===== src/rtl/i4001_rom.sv =====
// i4001_rom: MCS-4 instruction ROM (256 x 8) with a 4-bit I/O port.
//
// Follows the 8-phase bus cycle from sync. It captures the fetch address in
// A1-A3 and returns OPR/OPA in M1/M2 when the chip ID matches. It snoops
// SRC/WRR/RDR to run the I/O port. A host program port writes the array.
//
// Build option: define I4001_IO_EN to compile in the SRC/WRR/RDR decode,
// io_out latch and io_in sampling. Without it io_out is 0, io_in is ignored,
// and the chip drives the bus only in M1/M2 of a fetch.
//
// Parameters:
//   CHIP_ID    ROM chip number, matched against the A3 and SRC nibbles
//   INIT_FILE  optional hex image name
// Ports:
//   clk, rst           system clock (one bus phase per cycle), async active-high reset
//   sync               cycle marker from the CPU, high during X3
//   cm_rom             CPU ROM command line
//   dbus_in            resolved 4-bit data bus
//   dbus_out, dbus_oe  this chip's bus drive and its enable
//   io_in, io_out      I/O port pins and output latch
//   prog_we, prog_addr, prog_data  host write port ({OPR, OPA})
//   prog_busy          array read in flight; host writes are refused
module i4001_rom #(
  parameter logic [3:0] CHIP_ID   = 4'h0,
  parameter string      INIT_FILE = ""
) (
  input  logic       clk,
  input  logic       rst,
  input  logic       sync,
  input  logic       cm_rom,
  input  logic [3:0] dbus_in,
  output logic [3:0] dbus_out,
  output logic       dbus_oe,
  input  logic [3:0] io_in,
  output logic [3:0] io_out,
  input  logic       prog_we,
  input  logic [7:0] prog_addr,
  input  logic [7:0] prog_data,
  output logic       prog_busy
);

  localparam int unsigned DW    = 4;
  localparam int unsigned BW    = 8;
  localparam int unsigned DEPTH = 256;

  typedef enum logic [2:0] {
    PH_A1 = 3'd0,
    PH_A2 = 3'd1,
    PH_A3 = 3'd2,
    PH_M1 = 3'd3,
    PH_M2 = 3'd4,
    PH_X1 = 3'd5,
    PH_X2 = 3'd6,
    PH_X3 = 3'd7
  } phase_t;

  phase_t          phase;
  logic [DW-1:0]   addr_lo;
  logic [DW-1:0]   addr_hi;
  logic            sel;
  logic [DW-1:0]   opr;
  logic [DW-1:0]   opa;
  logic            cm_m1;

  logic [BW-1:0]   mem [DEPTH];
  logic [BW-1:0]   rdata;

  logic            resync;
  logic            hit;
  logic            rd_en;
  logic            wr_en;

  // sync outside X3 abandons the cycle in flight
  assign resync = sync && (phase != PH_X3);
  assign hit    = (dbus_in == CHIP_ID) && cm_rom;
  assign rd_en  = (phase == PH_A3) && !resync && hit;
  // The read is issued on the same edge that raises prog_busy, so that edge
  // must refuse host writes too.
  assign wr_en  = prog_we && !prog_busy && !rd_en;

  // Array: host write port and synchronous fetch read; no reset on contents
  always_ff @(posedge clk) begin
    if (wr_en) mem[prog_addr] <= prog_data;
    if (rd_en) rdata <= mem[{addr_hi, addr_lo}];
  end

  // Phase tracking, address capture, chip select and instruction snoop
  always_ff @(posedge clk or posedge rst) begin
    if (rst) begin
      phase     <= PH_A1;
      addr_lo   <= '0;
      addr_hi   <= '0;
      sel       <= 1'b0;
      prog_busy <= 1'b0;
      opr       <= '0;
      opa       <= '0;
      cm_m1     <= 1'b0;
    end else if (resync) begin
      phase     <= PH_A1;
      sel       <= 1'b0;
      prog_busy <= 1'b0;
    end else begin
      phase <= sync ? PH_A1 : phase_t'(phase + 3'd1);
      case (phase)
        PH_A1: addr_lo <= dbus_in;
        PH_A2: addr_hi <= dbus_in;
        PH_A3: begin
          sel       <= rd_en;
          prog_busy <= rd_en;
        end
        PH_M1: begin
          opr   <= dbus_in;
          cm_m1 <= cm_rom;
        end
        PH_M2: begin
          opa       <= dbus_in;
          prog_busy <= 1'b0;
        end
        default: ;
      endcase
    end
  end

`ifdef I4001_IO_EN
  logic          src_sel;
  logic [DW-1:0] io_smp;
  logic          io_cmd;
  logic          wrr;
  logic          rdr;

  // IO group instruction: OPR = E fetched with cm_rom asserted in M1
  assign io_cmd = cm_m1 && (opr == 4'hE);
  assign wrr    = io_cmd && (opa == 4'h2) && src_sel;
  assign rdr    = io_cmd && (opa == 4'hA) && src_sel;

  // SRC select, io_in sampling and WRR output latch
  always_ff @(posedge clk or posedge rst) begin
    if (rst) begin
      src_sel <= 1'b0;
      io_smp  <= '0;
      io_out  <= '0;
    end else if (!resync) begin
      case (phase)
        PH_M2: io_smp <= io_in;
        PH_X2: begin
          if (cm_rom) src_sel <= (dbus_in == CHIP_ID);
          if (wrr)    io_out  <= dbus_in;
        end
        default: ;
      endcase
    end
  end
`else
  logic io_unused;

  assign io_out    = '0;
  assign io_unused = ^{io_in, opr, opa, cm_m1};
`endif

  // Bus drive: combinational from phase and registered state only
  always_comb begin
    dbus_out = '0;
    dbus_oe  = 1'b0;
    case (phase)
      PH_M1: begin
        if (sel) begin
          dbus_out = rdata[7:4];
          dbus_oe  = 1'b1;
        end
      end
      PH_M2: begin
        if (sel) begin
          dbus_out = rdata[3:0];
          dbus_oe  = 1'b1;
        end
      end
`ifdef I4001_IO_EN
      PH_X2: begin
        if (rdr) begin
          dbus_out = io_smp;
          dbus_oe  = 1'b1;
        end
      end
`endif
      default: ;
    endcase
  end

endmodule

===== config.mk =====
export PLATFORM = sky130hd
export DESIGN_NAME = i4001_rom
export DESIGN_NICKNAME = d
export VERILOG_FILES = /design/src/rtl/i4001_rom.sv
export SDC_FILE = /design/constraint.sdc
export NUM_CORES = 2
export LEC_CHECK = 0
export ABC_AREA = 1
export CORE_MARGIN = 8
export CORE_UTILIZATION = 23
export DETAILED_ROUTE_END_ITERATION = 7
export PLACE_DENSITY = 0.46
export SLEW_MARGIN = 15
export SYNTH_ARGS = -nofsm -noshare
export SYNTH_HDL_FRONTEND = slang
export SYNTH_SLANG_ARGS = --single-unit

===== constraint.sdc =====
create_clock -name clk -period 4.2 [get_ports clk]
set_clock_uncertainty 0.1 [all_clocks]
set_input_delay 1.26 -clock clk [delete_from_list [all_inputs] [get_ports clk]]
set_output_delay 1.26 -clock clk [all_outputs]
set_load 0.01 [all_outputs]

==> results by group <==
Synthesis
  • Most frequent cell after synthesis: nand2_1
  • Synth area leader: edfxtp_1
  • Post-synthesis async set-or-reset flop share: 0.6283%
  • Register area share after synthesis: 73.84%
  • Synth warn: 0
  • Cells after Synth: 7060
  • Commonest cells post-synth: nand2_1 (2131), edfxtp_1 (2056), nand3_1 (2023), buf_2 (304), nor2_1 (280)
  • Prevailing post-synth register cell: edfxtp_1
  • Synth top area share: 73.45%
  • EDFF count, synth: 2056
  • Yosys reg bits: 2069
  • Avg Inst Size Synth: 11.91 um^2
  • Synth Cell Area: 84060 um^2
  • Synth unique cells: 22
  • Dominant cells by area after synthesis: edfxtp_1 (73%), nand3_1 (12%), nand2_1 (9.5%), buf_2 (1.8%), nor2_1 (1.3%)

STA
  • Period utilisation layout: 95.76%
  • Setup TNS: 0 ps
  • Final critical-path required period: 4022 ps
  • Hold Fails Final Rpt: 0
  • RSZ-0062 raised after global routing: no
  • Peak Freq: 0.2486 GHz
  • Final worst slack: 177.9 ps
  • Min Hold Slack: 398.9 ps
  • Worst slew pin tran: 1037 ps
  • Fin. max-slew vios: 0
  • # setup viols final: 0
  • Relative slew slack: 30.85%

Critical path
  • Setup crit end kind: output port
  • Setup crit start kind: flop
  • CP peak stage delay: 600 ps
  • CP Data Required Time: 2840 ps
  • Setup slack, reg-to-reg: 570 ps
  • Critical path, cell by cell: ha_1 > ha_2 > inv_1 > a21oi_4 > clkdlybuf4s50_1
  • Arrival time of the worst setup path: 2660 ps
  • Slowest cell on crit path: clkdlybuf4s50_1
  • CP Buf/Inv Count: 2
  • Worst path top cell family by delay: buffers and inverters
  • CP max FO: 5
  • Critical path type: reg2out

Cells and area
  • Post-Route Utilization: 27.50%
  • Layout cell share with drive strength beyond 1: 11.37%
  • Final Cell Area: 100300 um^2
  • Net count, final: 7350
  • Final non-filler cell total: 12.33k
  • Fill count: 37.55k
  • Layout area overhead: 19.33%

Power
  • Part of the power in registers: 43.3%
  • PwrDens: 527.2 nW/um^2
  • Worst IR drop on VDD: 489.1 uV
  • Gate power share: 18.3%
  • Leak: 34.55 nW
  • Switching share of total power: 29.21%
  • Int Pwr: 37.44 mW
  • Net switching power: 15.45 mW
  • Total power draw: 52.89 mW
  • Clock share of power: 38.4%

Routing
  • DRT Pass-1 Iters: 7
  • Avg WL per Cell: 21.16 um
  • Via count: 55.22k
  • DRC: 0
  • Vias per inst: 4.480
  • Routed WL: 260800 um
  • Antenna viol nets, final: 0
  • Number of DRC markers in iteration 0: 5389

Clock network
  • Clock transition at path regs: 60 ps
  • Worst-skew pair later-pin latency: 860 ps
  • # clock sinks: 2069
  • TritonCTS clock tree: built
  • CTS max path bufs: 3
  • CTS Buf Count: 222
  • Root Driver: clkbuf_16
  • CTS H-tree depth: 4
  • Number of buffers added for setup after CTS: 0
  • CTS Hold Bufs: 0

Run status
  • Outcome: finished, final reports clean

Placement
  • Placed Instances: 11.91k
  • Routability congestion estimate: 0.8200
  • Place WS: 4.095 ps
  • I/O Buffers: 30
  • Placed cell areas: 92690 um^2
  • Detailed Place HPWL: 159400 um

GRT
  • GRT Resource Usage Total: 13.13%
  • Overflow after GRT: 0
  • Initial antenna violation count: 19
  • Vias in the first global route: 54.45k
  • Largest net degree at the start of global routing: 161
  • First-pass GRT wire length: 376600 um

Job
  • Max cap viols: 0

Hold path
  • Hold WC Path Type: reg2reg

Floorplanning
  • Starting Density: 23.05%
  • Row cnt: 222
  • Die ar.: 385100 um^2
  • Num ports: 39
  • Die width: 620.5 um
  • DIE HEIGHT: 620.5 um
  • Core area: 364700 um^2
-- worst reg2reg max path, delay by kind of cell, from the launching register on --
family	cells	cell delay, ps
and+or+nand+nor	10	1600
buffers and inverters	2	1090
DFF	1	710
-- per-layer routing --
layer / GRT usage [%] / share of wire (%) / vias up / wire length [um]
met1: 18.12 / 45 / 27560 / 117100
met2: 21.61 / 47 / 1729 / 122900
li1: - / - / 25600 / -
met5: 0 / 0 / - / 0
met3: 1.716 / 5.5 / 323 / 14370
met4: 3.689 / 2.5 / 0 / 6439
-- layout by cell type, fill, tap and decap left out, drive strengths merged --
cell	instances
nand2	2141
edfxtp	2056
nand3	2023
buf	493
nor2	281
clkbuf	267
clkinv	89
inv	40
bufinv	37
clkdlybuf4s50	22
dfrtp	13
clkinvlp	12
o21ai	12
nand4	6
ha	6
diode	5
conb	4
nor3	1
or2	1
a21oi	1
-- what timing repair did --
item	4_1_cts	5_1_grt
setup endpoints to repair	1	3
resized for setup	1	6
gates cloned	0	0
-- final timing paths --
check                           startpoint         end  cells after the start
worst max-delay path              phase[0]     dbus_oe                      5
worst min-delay path              phase[0]    phase[0]                      1
worst max register to register  addr_lo[0]    rdata[1]                     12
worst min register to register    phase[0]    phase[0]                      1
max in group asynchronous              rst  addr_lo[2]                      2
min in group asynchronous              rst   prog_busy                      2
-- kinds of logic (layout without fill, tap and decap cells) --
family | count (synthesis) | in the layout | share of synthesized area, %
flip-flops | 2069 | 2069 | 73.84
AO/OA/AOI/OAI | 13 | 13 | 0.07740
other | 1 | 9 | 0.004461
adder cells (fa/ha/maj) | 6 | 6 | 0.08931
buffers and inverters | 518 | 960 | 3.028
AND/OR/NAND/NOR | 4453 | 4453 | 22.96
-- sequential cells by signal (all words and copies together), names as in the netlist --
name and cells:
addr_hi 4, addr_lo 4, sel 1, mem 2048, phase 3, prog_busy 1
rdata 8
-- area by class of cell --
type | instances | area [um^2] | area share, %
inverters | 31 | 150.1 | 0.1497
multi-input cells | 4476 | 19480 | 19.42
repair buffers | 515 | 4970 | 4.955
well taps | 4816 | 6026 | 6.007
clock buffers | 267 | 5809 | 5.792
clock inverters | 147 | 1780 | 1.775
diodes | 5 | 12.51 | 0.01247
flip-flops and latches | 2069 | 62080 | 61.89
-- power by group through the flow --
stage          clock (mW)  combinational, mW  sequential (mW)
2_1_floorplan           0               5.92             23.2
3_3_place_gp            0               9.63             23.3
3_5_place_dp            0               9.66             23.3
4_1_cts              20.8               9.68             22.9
5_1_grt              21.4               10.5             22.9
6_report             20.3               9.66             22.9
Power figures use the tool's default switching activity.
